<file path="src/rtl/seg7_scan_driver.sv">
// Two-display, four-digit multiplexed seven-segment scan driver.
// Optional macro SEG7_LEADING_ZERO_BLANK_EN blanks leading zero digits.
module seg7_scan_driver #(
  parameter int DIV       = 1000,
  parameter int BLANK_CYC = 1
) (
  input  logic        i_mclk,
  input  logic        i_reset,
  input  logic [31:0] i_value,
  input  logic [7:0]  i_dp,
  input  logic        i_load,
  output logic        o_pending,
  output logic        o_frame,
  output logic [7:0]  D0_seg,
  output logic [3:0]  D0_a,
  output logic [7:0]  D1_seg,
  output logic [3:0]  D1_a
);

  logic [15:0] cnt;
  logic [1:0]  idx;
  logic [31:0] pend_val;
  logic [7:0]  pend_dp;
  logic [31:0] com_val;
  logic [7:0]  com_dp;
  logic        tick;
  logic        commit;
  logic        blank;

  assign tick   = (cnt == 16'(DIV - 1));
  assign commit = tick && (idx == 2'd3);
  assign blank  = (cnt < 16'(BLANK_CYC));

  function automatic logic [6:0] dec(input logic [3:0] n);
    logic [6:0] s;
    unique case (n)
      4'h0: s = 7'h40;
      4'h1: s = 7'h79;
      4'h2: s = 7'h24;
      4'h3: s = 7'h30;
      4'h4: s = 7'h19;
      4'h5: s = 7'h12;
      4'h6: s = 7'h02;
      4'h7: s = 7'h78;
      4'h8: s = 7'h00;
      4'h9: s = 7'h10;
      4'hA: s = 7'h08;
      4'hB: s = 7'h03;
      4'hC: s = 7'h46;
      4'hD: s = 7'h21;
      4'hE: s = 7'h06;
      4'hF: s = 7'h0E;
    endcase
    return s;
  endfunction

  function automatic logic [7:0] seg_of(
    input logic [15:0] h,
    input logic [3:0]  dp,
    input logic [1:0]  i
  );
    logic [7:0] s;
    s = {~dp[i], dec(h[{i, 2'b00} +: 4])};
`ifdef SEG7_LEADING_ZERO_BLANK_EN
    // digit is blank when it and every higher digit are zero
    if (i != 2'd0 && (h >> {i, 2'b00}) == 16'd0)
      s[6:0] = 7'h7F;
`endif
    return s;
  endfunction

  always_ff @(posedge i_mclk or posedge i_reset) begin
    if (i_reset) begin
      cnt       <= '0;
      idx       <= '0;
      pend_val  <= '0;
      pend_dp   <= '0;
      com_val   <= '0;
      com_dp    <= '0;
      o_pending <= 1'b0;
      o_frame   <= 1'b0;
      D0_seg    <= 8'hFF;
      D1_seg    <= 8'hFF;
      D0_a      <= 4'hF;
      D1_a      <= 4'hF;
    end else begin
      cnt     <= tick ? 16'd0 : cnt + 16'd1;
      o_frame <= commit;
      if (tick)
        idx <= idx + 2'd1;

      if (commit) begin
        if (i_load) begin
          com_val <= i_value;
          com_dp  <= i_dp;
        end else if (o_pending) begin
          com_val <= pend_val;
          com_dp  <= pend_dp;
        end
        o_pending <= 1'b0;
      end else if (i_load) begin
        pend_val  <= i_value;
        pend_dp   <= i_dp;
        o_pending <= 1'b1;
      end

      if (blank) begin
        D0_seg <= 8'hFF;
        D1_seg <= 8'hFF;
        D0_a   <= 4'hF;
        D1_a   <= 4'hF;
      end else begin
        D0_seg <= seg_of(com_val[15:0], com_dp[3:0], idx);
        D1_seg <= seg_of(com_val[31:16], com_dp[7:4], idx);
        D0_a   <= ~(4'b0001 << idx);
        D1_a   <= ~(4'b0001 << idx);
      end
    end
  end

endmodule

</file>
<file path="config.mk">
export PLATFORM = sky130hd
export DESIGN_NAME = seg7_scan_driver
export DESIGN_NICKNAME = d
export VERILOG_FILES = /design/src/rtl/seg7_scan_driver.sv
export SDC_FILE = /design/constraint.sdc
export NUM_CORES = 1
export LEC_CHECK = 0
export ABC_CLOCK_PERIOD_IN_PS = 3600
export CORE_MARGIN = 2
export CORE_UTILIZATION = 38
export DETAILED_ROUTE_END_ITERATION = 8
export GPL_ROUTABILITY_DRIVEN = 0
export PLACE_DENSITY = 0.65
export SETUP_SLACK_MARGIN = 0.1
export SYNTH_ARGS = -nofsm -noshare
export SYNTH_HDL_FRONTEND = slang
export SYNTH_SLANG_ARGS = --single-unit
</file>
<file path="constraint.sdc">
create_clock -name i_mclk -period 3.6 [get_ports i_mclk]
set_input_delay 0.36 -clock i_mclk [delete_from_list [all_inputs] [get_ports i_mclk]]
set_output_delay 0.36 -clock i_mclk [all_outputs]
set_load 0.1 [all_outputs]
</file>
# Word level (Yosys, flattened, before mapping)
# Memory sizes are Yosys's and may differ from the RTL's.
# Index checks and enable logic that the tools add are counted.
# word_totals
ff_bits	120
romBits	224
inputBits	43
output_inout_bits	26
wordCells	45
n_memories	2
# classes
addsub	2
n_lt_le_gt_ge	2
n_eq_ne	2
shifts	3
n_mux	14
n_bitwise	4
reduce_logical	5
# memory_table
name	depth	word_bits	rd	rd_ports_with_merged_regs	write_ports	line_no	text
(name not given)	16	7	1	0	0	36	unique case (n)
(name not given)	16	7	1	0	0	36	
# op_table
op	count
$mux 32	2
$mux 8	4
$shiftx 16x5->4	2
$add 16x1->16 const B	1
$eq 16x10->1 const B	1
$lt 16x1->1 const B	1
$mux 16	1
$bmux 1 s2	2
$mux 1	4
$mux 4	1
$not 4->4	1
$reduce_and 2->1	2
$reduce_bool 2->1	2
$shl 1x2->4 const A	1
$lt 2x3->1 const B	1
$not 1->1	3
$add 2x1->2 const B	1
$eq 2x2->1 const B	1
$logic_and 1x1->1	1

# Depth between registers and ports, before layout
# Gate-level depths: netlist of run 1.
# logic_depth
depth_word	4
mapped_depth	8
mapped_depth_nobuf	7

# Worst setup path before layout of run 1
# Ideal clock, no wire load.
# synth_path
path_kind	reg-to-reg
start	register cnt[10]
end	register com_dp[1]
setup_time_ns	0.123
arrival_ns	1.961
required_time_ns	3.477
setup_slack_ns	1.516
path_stages_with_launch	7
path_buffers	2
synth_period_minus_slack_ns	2.084
path_cell_list	dfrtp_1 or4_1 nor4_2 buf_2 buf_2 nand4b_1 o221a_2
# synth_between
elab_chain_cells	3
# synth_rtl
item	line_no	text
from (decl)	20	logic [15:0] cnt;
from (signal assigned)	87	cnt <= tick ? 16'd0 : cnt + 16'd1;
$eq 16x10->1	30	assign tick = (cnt == 16'(DIV - 1));
$logic_and 1x1->1	31	assign commit = tick && (idx == 2'd3);
$reduce_and 2->1 (no source line)	n/a	
to (signal assigned)	95	com_dp <= i_dp;
to (signal assigned)	98	com_dp <= pend_dp;
to (decl)	25	logic [7:0] com_dp;
# No other way between the ends.
# A chain may end at the register's enable or synchronous reset.

# Final worst setup path of run 1
# layout_path
start	register cnt[10]
end	register com_dp[2]
# Same word-level chain as after synthesis.

==> results.py, run 1 <==
metrics = {
    "run_status": {
        "outcome": "completed",
    },
    "timing": {
        "tns_ns": 0,
        "max_freq_mhz": 390,
        "setup_ws_ns": 1.04,
        "period_share_pct": 71.1,
        "fin_crit_ns": 2.56,
        "finalMaxSlewViolations": 0,
        "tightest_slew_ns": 0.968,
        "hold_violations": 0,
        "skew_ns": 0.00793,
        "slew_headroom_pct": 35.3,
        "finalSetupViolations": 0,
        "grt_setup_unrepaired": "false",
    },
    "clocking": {
        "clock_sink_count": 120,
        "cts_tree": "built",
        "path_clk_slew_ns": 0.05,
        "cts_setup_buffers": 0,
        "h-tree-depth": 4,
        "cts_buffers": 17,
        "cts_hold_buffers": 0,
        "cts.path.max_buffers": 2,
        "insertion_delay_ns": 0.41,
        "cts_root_buf": "clkbuf_16",
        "cts_resized": 0,
    },
    "pwr": {
        "switchingPower_uw": 860,
        "p_seq_share_pct": 42.9,
        "p_int_mw": 2.57,
        "vdd_drop_max_v": 0.000313,
        "p_comb_share_pct": 11.9,
        "p_total_mw": 3.43,
        "p_leak_nw": 3.09,
        "clkPwrFrac_pct": 45.3,
        "switching_share_pct": 25.0,
        "p_per_area_mw_per_mm2": 475,
    },
    "place": {
        "dp_hpwl_um": 8530,
        "port_buffers": 68,
        "place_ws_ns": 1.04,
        "placedInstanceArea_mm2": 0.00669,
    },
    "synthesis": {
        "synthArstFlopShare_pct": 100,
        "ys_seq_area_share_pct": 51.8,
        "synthFlopType": "dfrtp_1",
        "syn-num-nets": 547,
        "synth_enable_flop_cells": 0,
        "synth_cell_type_count": 45,
        "syn_area_mm2": 0.00584,
        "syn_inst": 486,
        "yosys_warnings": 0,
        "ys_seq_elements": 120,
        "avgSynthCellArea_um2": 12.0,
    },
    "cells_and_area": {
        "nNetsFinal": 604,
        "layout_common_cells": "100 x dfrtp_1, 66 x clkdlybuf4s50_1, 40 x mux2_1, 33 x o2bb2ai_1, 32 x a21oi_1",
        "final_area_mm2": 0.00723,
        "syn_to_final_growth_pct": 23.6,
        "nFillCells": 1343,
        "drive_gt1_share_pct": 15.1,
        "final_util_pct": 47.9,
        "final_common_cell": "dfrtp_1",
        "diodes": 0,
    },
    "flow_run": {
        "drv_cap": 0,
    },
    "worst_setup_path": {
        "cp-start-kind": "flip-flop",
        "slowest_stage": "or4_1",
        "required_ns": 3.90,
        "crit_buf_inv": 1,
        "cp_max_fo": 24,
        "worstSetupPathType": "flip-flop to flip-flop",
        "cp-end-kind": "flip-flop",
        "cp.arrival_ns": 2.86,
        "crit_family": "simple AND/OR/NAND/NOR gates",
        "max_stage_delay_ns": 0.61,
        "crit_chain": "or4_1, nor4_4, buf_4, nand3_1, o221a_2",
    },
    "routing": {
        "vias": 4112,
        "post_drt_via_cell_ratio": 5.53,
        "routed_wl_um": 12800,
        "ant_nets": 0,
        "firstDrtPassIters": 4,
        "drt_iter0_drc": 306,
        "wl_per_cell_um": 17.2,
        "drc": 0,
    },
    "floorplanning": {
        "die_h_um": 128,
        "core_area_mm2": 0.0151,
        "die_area_mm2": 0.0164,
        "rows": 45,
        "pin_count": 69,
        "die_w_um": 128,
        "start_util_pct": 38.7,
    },
    "global_routing": {
        "grtUsageMet3_pct": 4.30,
        "grt_pass1_vias": 4137,
        "antenna_found_initial": 0,
        "top_usage_layer": "met2",
        "grt_max_degree": 47,
        "grt_usage_pct": 16.7,
        "grt_pass1_wl_um": 21200,
        "grtUsageMet1_pct": 23.8,
        "grtUsageMet2_pct": 24.8,
        "grt-ovfl-total": 0,
    },
    "hold_path": {
        "hold_path.class": "flip-flop to flip-flop",
    },
}
routing by layer:
metal / part of all wire [%] / vias to the layer above
met5: 0 / -
met3: 4.3 / 20
met2: 46 / 97
met4: 1.4 / 0
met1: 49 / 2088
li1: - / 1907
power by group through the flow:
stage | clock network [mW] | logic, mW | registers [mW]
2_1_floorplan | 0 | 0.178 | 1.59
6_report | 1.55 | 0.408 | 1.47
3_5_place_dp | 0 | 0.410 | 1.49
5_1_grt | 1.65 | 0.442 | 1.48
4_1_cts | 1.59 | 0.413 | 1.47
3_3_place_gp | 0 | 0.404 | 1.49
worst paths after layout:
check,from,to,slack [ns],cells after the start
setup reg to reg,cnt[10],com_dp[2],1.04,5
min in group asynchronous,i_reset,pend_val[27],0.49,2
hold reg to reg,pend_val[18],pend_val[18],0.48,1
max in group asynchronous,i_reset,D1_a[1],2.17,3
setup / recovery,cnt[10],com_dp[2],1.04,5
hold / removal,pend_val[18],pend_val[18],0.48,1
sequential cells by signal, summed over array words and instances (netlist names):
name	count
o_frame	1
o_pending	1
com_val	32
D1_a	4
D1_seg	8
D0_seg	8
pend_val	32
cnt	16
idx	2
pend_dp	8
com_dp	8
cell type report:
class	instances	area [um2]	area share, %
tap	188	235	3.26
clock inverter	9	76.3	1.06
inverter	23	90.1	1.25
sequential	120	3030	41.9
multi-input combinational	304	2580	35.7
clock buffer	22	464	6.42
timing repair buffer	77	753	10.4
cell usage after synthesis (6+ instances only):
master	number	area, um2
a41oi_1	8	70.1
mux4_2	10	225
a21oi_1	32	160
a22oi_1	6	45.0
dfstp_2	20	526
mux2i_1	7	70.1
o221a_2	6	67.6
clkbuf_1	27	101
o2bb2ai_1	33	289
buf_2	8	40.0
nor2_1	15	56.3
o221ai_1	6	52.6
nand3_1	10	50.1
xnor2_1	7	61.3
dfrtp_1	100	2500
and3b_1	27	236
nand2_1	19	71.3
inv_1	22	82.6
ha_1	18	225
mux2_1	40	450
worst reg2reg max path: cells and delay by family, from the launching register on:
kind | cells | cell delay [ns]
AO/OA/AOI/OAI | 1 | 0.34
buffers and inverters | 1 | 0.36
flip-flops | 1 | 0.41
AND/OR/NAND/NOR | 3 | 1.35
kinds of logic after synthesis:
kind of cell             Yosys count  share of synthesized area [%]
adder cells (fa/ha/maj)           18                           3.85
buffers and inverters             62                           4.41
AND/OR/NAND/NOR                  106                           11.2
flip-flops                       120                           51.8
multiplexers                      59                           13.1
AO/OA/AOI/OAI                    109                           13.8
XOR/XNOR                          12                           1.80
per-stage QoR:
step / hold WS [ns] / std cells
2_1_floorplan: 0.438 / 486
4_1_cts: 0.482 / 743
3_3_place_gp: 0.458 / 712
3_5_place_dp: 0.470 / 712
5_1_grt: 0.493 / 743
6_report: 0.476 / 743
(Power assumes the default switching activity.)
==> run 2: changes to the inputs <==
- ABC_CLOCK_PERIOD_IN_PS: 3600 -> 2090
- clock period: 3.6 -> 2.09 ns (I/O delays scaled with it)
==> run 2 against run 1 <==
  * Non-clock buffer count increased by 63
  * Critical path type unchanged
  * Clock power increased by 89%
  * Global-route usage increased by 0.83 points
  * First-iteration DRC count increased by 32%
  * Critical endpoint is now pend_val[16]
  * Largest power group unchanged
  * Clock skew about the same
  * The flow now finishes with violations (negative setup slack)
  * Largest cell class unchanged
  * Wire length increased by 16%
  * Final cell count increased by 8.6%
==> results.py, run 2 (same netlist as run 1, synthesis figures left out) <==
metrics = {
    "run_status": {
        "outcome": "complete, but fails checks",
        "violations": "negative setup slack",
    },
    "worst_setup_path": {
        "r2r-end": "pend_val[16]",
        "worstSetupPathType": "flip-flop to flip-flop",
        "cp.arrival_ns": 2.46,
        "required_ns": 2.39,
        "critPathLaunch": "cnt[3]",
        "r2r_start": "cnt[3]",
        "slowest_stage": "or4_4",
        "max_stage_delay_ns": 0.58,
        "cp-end-kind": "flip-flop",
        "worst-path-stages": 6,
        "crit_chain": "or4_4, nor4_4, buf_6, a21boi_4, buf_12, mux2_4",
        "crit_family": "simple AND/OR/NAND/NOR gates",
        "reg2regPathDepth": 6,
        "cp-start-kind": "flip-flop",
        "cp_max_fo": 15,
        "crit_buf_inv": 2,
        "r2r_setup_slack_ns": -0.07,
    },
    "timing": {
        "grt_setup_unrepaired": "true",
        "period_share_pct": 104,
        "max_freq_mhz": 462,
        "skew_ns": 0.00747,
        "finalMaxSlewViolations": 0,
        "finalSetupViolations": 78,
        "tightest_slew_ns": 0.602,
        "setup_ws_ns": -0.0736,
        "fin_crit_ns": 2.16,
        "slew_headroom_pct": 59.8,
        "hold_violations": 0,
    },
    "place": {
        "port_buffers": 68,
        "dp_hpwl_um": 9000,
        "place_ws_ns": -0.0678,
    },
    "floorplanning": {
        "core_area_mm2": 0.0151,
        "die_w_um": 128,
        "start_util_pct": 38.7,
        "pin_count": 69,
        "rows": 45,
        "die_area_mm2": 0.0164,
        "die_h_um": 128,
    },
    "pwr": {
        "clkPwrFrac_pct": 46.2,
        "switchingPower_mw": 1.57,
        "p_seq_share_pct": 40.2,
        "p_per_area_mw_per_mm2": 765,
        "p_leak_nw": 3.70,
        "p_comb_share_pct": 13.6,
        "vdd_drop_max_v": 0.000505,
        "p_int_mw": 4.77,
        "switching_share_pct": 24.7,
        "p_total_mw": 6.34,
    },
    "routing": {
        "routed_wl_um": 14800,
        "ant_nets": 0,
        "drc": 0,
        "firstDrtPassIters": 5,
        "drt_iter0_drc": 404,
        "wl_per_cell_um": 18.4,
        "post_drt_via_cell_ratio": 5.42,
        "vias": 4373,
    },
    "clocking": {
        "h-tree-depth": 4,
        "cts_hold_buffers": 0,
        "insertion_delay_ns": 0.42,
        "clock_sink_count": 120,
        "cts_buffers": 17,
        "cts_root_buf": "clkbuf_16",
        "cts.path.max_buffers": 2,
        "cts_tree": "built",
        "path_clk_slew_ns": 0.05,
    },
    "global_routing": {
        "grt_max_degree": 58,
        "antenna_found_initial": 0,
        "grt_pass1_vias": 4285,
        "grt-ovfl-total": 0,
        "grt_usage_pct": 17.6,
        "grt_pass1_wl_um": 22500,
    },
    "cells_and_area": {
        "final_common_cell": "dfrtp_1",
        "layout_common_cells": "98 x dfrtp_1, 72 x buf_4, 41 x clkdlybuf4s50_1, 36 x mux2_4, 33 x o2bb2ai_1",
        "diodes": 0,
        "drive_gt1_share_pct": 39.3,
        "nNetsFinal": 667,
        "top_regs": "com_val: 32 flops, pend_val: 32 flops, cnt: 16 flops",
        "syn_to_final_growth_pct": 41.6,
        "nFillCells": 1238,
    },
    "hold_path": {
        "holdCritStartpoint": "i_load",
        "hold_path.class": "input pin to flip-flop",
        "hold_depth": 3,
        "holdPathEnd": "o_pending",
    },
    "flow_run": {
        "drv_cap": 0,
    },
}
## run 2: cell types whose count changed in the layout (fill, tap and decap cells not counted), sizes merged
cell           delta
clkbuf            +3
clkinv            -2
clkdlybuf4s50    -25
bufinv            +1
buf              +87
## run 2: worst min-delay path: cells and delay by family
family,cells,cell delay [ns]
and+or+nand+nor,2,0.20
buffers and inverters,1,0.18
## run 2: metal layers
layer	track usage [%]	vias to the layer above	part of all wire, %
li1	-	2036	-
met1	24.6	2197	46
met2	26.7	123	48
met3	4.38	17	4.6
met4	6.14	0	1.5
met5	0	-	0
## run 2: cell type report
cell class              instances  area [um2]  area share, %
clock buffers                  24         502           6.06
clock inverters                 8        92.6           1.12
inverters                      23         105           1.27
multi-input cells             304        2960           35.7
flip-flops and latches        120        3030           36.6
well taps                     188         235           2.84
repair buffers                140        1360           16.4
## run 2: what timing repair did
item,4_1_cts,5_1_grt
cloned,1,2
setup endpoints to repair,98,94
gates resized for setup,28,80
buffers inserted,6,28
pin swaps,5,18
## run 2: how the worst max path moves through the flow
stage                   end
3_5_place_dp   pend_val[16]
2_1_floorplan    pend_dp[0]
6_report       pend_val[16]
3_3_place_gp   pend_val[17]
5_1_grt           com_dp[2]
4_1_cts        pend_val[26]
## run 2: metrics by stage
| step | hold WS (ns) | TNS, ns | cells | util [%] | instance area (um2) |
|---|---|---|---|---|---|
| 4_1_cts | 0.198 | -3.66 | 777 | 50.8 | 7660 |
| 3_5_place_dp | 0.468 | -1.98 | 738 | 45.7 | 6900 |
| 5_1_grt | 0.238 | -9.96 | 807 | 54.9 | 8280 |
| 6_report | 0.212 | -4.07 | 807 | 54.9 | 8280 |
| 3_3_place_gp | 0.459 | 0 | 738 | 45.7 | 6900 |
| 2_1_floorplan | 0.344 | 0 | 486 | - | 5880 |
## run 2: power groups by stage
stage	combinational, mW	sequential [mW]	clock, mW
after floorplan	0.306	2.74	0
after global placement	0.698	2.57	0
after detailed placement	0.713	2.58	0
after CTS	0.753	2.54	2.96
after global routing	0.921	2.56	3.08
final	0.864	2.55	2.93
==> RTL change (flow settings as in run 2) <==
The option `SEG7_LEADING_ZERO_BLANK_EN` is turned on by a define.
--- a/src/rtl/seg7_scan_driver.sv
+++ b/src/rtl/seg7_scan_driver.sv
@@ -1,4 +1,6 @@
 // Two-display, four-digit multiplexed seven-segment scan driver.
 // Optional macro SEG7_LEADING_ZERO_BLANK_EN blanks leading zero digits.
+`define SEG7_LEADING_ZERO_BLANK_EN
+
 module seg7_scan_driver #(
   parameter int DIV       = 1000,
Formal check against the unedited RTL: no difference found for any inputs over 10 cycles, from zero or initial values and one cycle with i_reset high; that may be too few to reach the edited logic, so the function may still have changed.
==> RTL change against run 2 <==
The run still ends with negative setup slack left. Critical path type unchanged. Routed wire length is 6.5% higher. Area after synthesis grew 2.6%. Via count rose by 4.6%. Maximum frequency fell by 6.2%. Worst setup slack lost 0.14 ns. Sequential cell count unchanged. Worst hold slack got worse by 0.055 ns. Critical endpoint is now com_dp[1]$_DFFE_PP0P_. Design area is 3.7% higher. Largest cell class is now multi-input combinational cells.
Power is not compared: it rests on default switching activity, and its combinational part moved more than twofold at a synthesized area within 25%.
==> RTL change: results (changes against run 2) <==
* DRT iter0 DRCs at 280 (was 404)
* Sequential-to-total area share from yosys stat at 50.5% (was 51.8%)
* Port Buffers at 68 (unchanged)
* Ranking of synthesized cells by area: dfrtp_1, dfstp_2, mux2i_1, mux2_1, mux4_2 (was dfrtp_1, dfstp_2, mux2_1, o2bb2ai_1, and3b_1)
* #FFs+latches synth at 120 (unchanged)
* Final setup viols at 80 (was 78)
* Crit-path max FO at 8 (was 15)
* GRT Total Usage at 19.5% (was 17.6%)
* Worst-path clk slew at 0.05 ns (about the same)
* Commonest cells post-synth: dfrtp_1, nand2_1, mux2i_1 (was dfrtp_1, mux2_1, o2bb2ai_1)
* Dpl ws at -0.112 ns (was -0.0678 ns)
* Final WS setup at -0.216 ns (was -0.0736 ns)
* Post-synth cell types at 45 (unchanged)
* Clk_lat worst skew at 0.42 ns (about the same)
* Max transition margin at 71.3% (was 59.8%)
* Root Buffer: clkbuf_16 (unchanged)
* Final nets at 700 (was 667)
* Synthesized Nets at 579 (was 547)
* Global-route wire length before repair at 24.4 mm (was 22.5 mm)
* Crit-path slowest cell: or4_4 (unchanged)
* Number of global-route vias before repair at 4661 (was 4285)
* Ys Warns at 0 (unchanged)
* DP HPWL at 9.22 mm (was 9.00 mm)
* Clock buffer count from CTS at 17 (unchanged)
* Internal at 4910 uW
* Antenna cells at 0 (unchanged)
* Status: finished, violations left (unchanged)
* Hold Path Class: input port to register (unchanged)
* Placed instance area at 7080 um^2 (was 6900 um^2)
* Failing checks: negative setup slack (unchanged)
* Total negative slack at -12.23 ns (was -4.07 ns)
* Synth async-reset ratio at 100% (unchanged)
* Maximum clock path buffer count at 2 (unchanged)
* Avg Vias per Cell at 5.30 (was 5.42)
* Critical Path Max Stage Delay at 0.56 ns (was 0.58 ns)
* Wirelength, routed at 15.8 mm (was 14.8 mm)
* First-pass iteration count of the detailed router at 5 (unchanged)
* Largest net degree at the start of global routing at 72 (was 58)
* VDD IR-drop max at 483 uV
* Initial antenna violation count at 0 (unchanged)
* Share of cells above drive strength 1 at 39.3% (about the same)
* Clk_skew at 0.00813 ns (was 0.00747 ns)
* H-Tree Depth at 4 (unchanged)
* Largest regs: com_val: 32 flops, pend_val: 32 flops, cnt: 16 flops (unchanged)
* Pleak at 0.00386 uW
==> RTL change: cells by family after synthesis <==
logic type,count (synthesis),share of synthesized area (%)
multiplexers,106,21.1
flip-flops,120,50.5
AND/OR/NAND/NOR,138,11.0
adder cells (fa/ha/maj),18,3.76
buffers and inverters,41,3.36
AO/OA/AOI/OAI,76,7.49
XOR/XNOR,19,2.77
==> RTL change: final timing paths <==
path                                    startpoint                      end  slack (ns)  cells past startpoint
max in group asynchronous                  i_reset      D0_seg[6]$_DFF_PP1_        1.47                      3
hold / removal                              i_load    o_pending$_DFFE_PP0P_        0.16                      3
setup / recovery                  cnt[4]$_DFF_PP0_    com_dp[1]$_DFFE_PP0P_       -0.22                      9
min in group asynchronous                  i_reset    com_dp[4]$_DFFE_PP0P_        0.23                      3
hold reg to reg            pend_val[8]$_DFFE_PP0P_  pend_val[8]$_DFFE_PP0P_        0.49                      1
setup reg to reg                  cnt[4]$_DFF_PP0_    com_dp[1]$_DFFE_PP0P_       -0.22                      9
==> RTL change: per-stage QoR <==
stage               power [uW]  std cells
floorplan                 2660        518
global placement          2800        804
detailed placement        2810        804
CTS                       6130        858
global route              6330        863
finish                    6140        863
==> RTL change: area by class of cell <==
cell class                      count  area (um^2)
Clock inverter                      7          163
Clock buffer                       25          505
Multi-Input combinational cell    357         3150
Inverter                           14         65.1
Sequential cell                   120         3030
Timing Repair Buffer              129         1410
Tap cell                          211          264
Fill cell                        1259         6730
==> RTL change: worst max-delay path, delay by kind of cell (launching register included) <==
family                 cells  cell delay (ns)
buffers and inverters      4             0.65
and+or+nand+nor            4             1.10
DFF                        1             0.38
AOI/OAI and AO/OA          1             0.05
==> RTL change: power groups by stage <==
stage	Clock [uW]	Sequential, uW	Combinational [uW]
2_1_floorplan	0	2470	187
3_3_place_gp	0	2480	322
3_5_place_dp	0	2480	332
4_1_cts	3330	2440	351
5_1_grt	3440	2450	433
6_report	3300	2450	397
==> RTL change: per-layer routing <==
layer / track usage [%] / routed length, um / vias to the layer above
li1: - / - / 2087
met1: 22.9 / 6380 / 2320
met2: 34.3 / 8280 / 132
met3: 5.24 / 749 / 34
met4: 7.27 / 376 / 0
met5: 0 / 0 / -
==> RTL change: what timing repair did <==
action                     CTS  global route
cloned                      12             0
pin swaps                   16            14
setup buffers               10             8
setup endpoints to repair   79            94
resized for setup           98            68
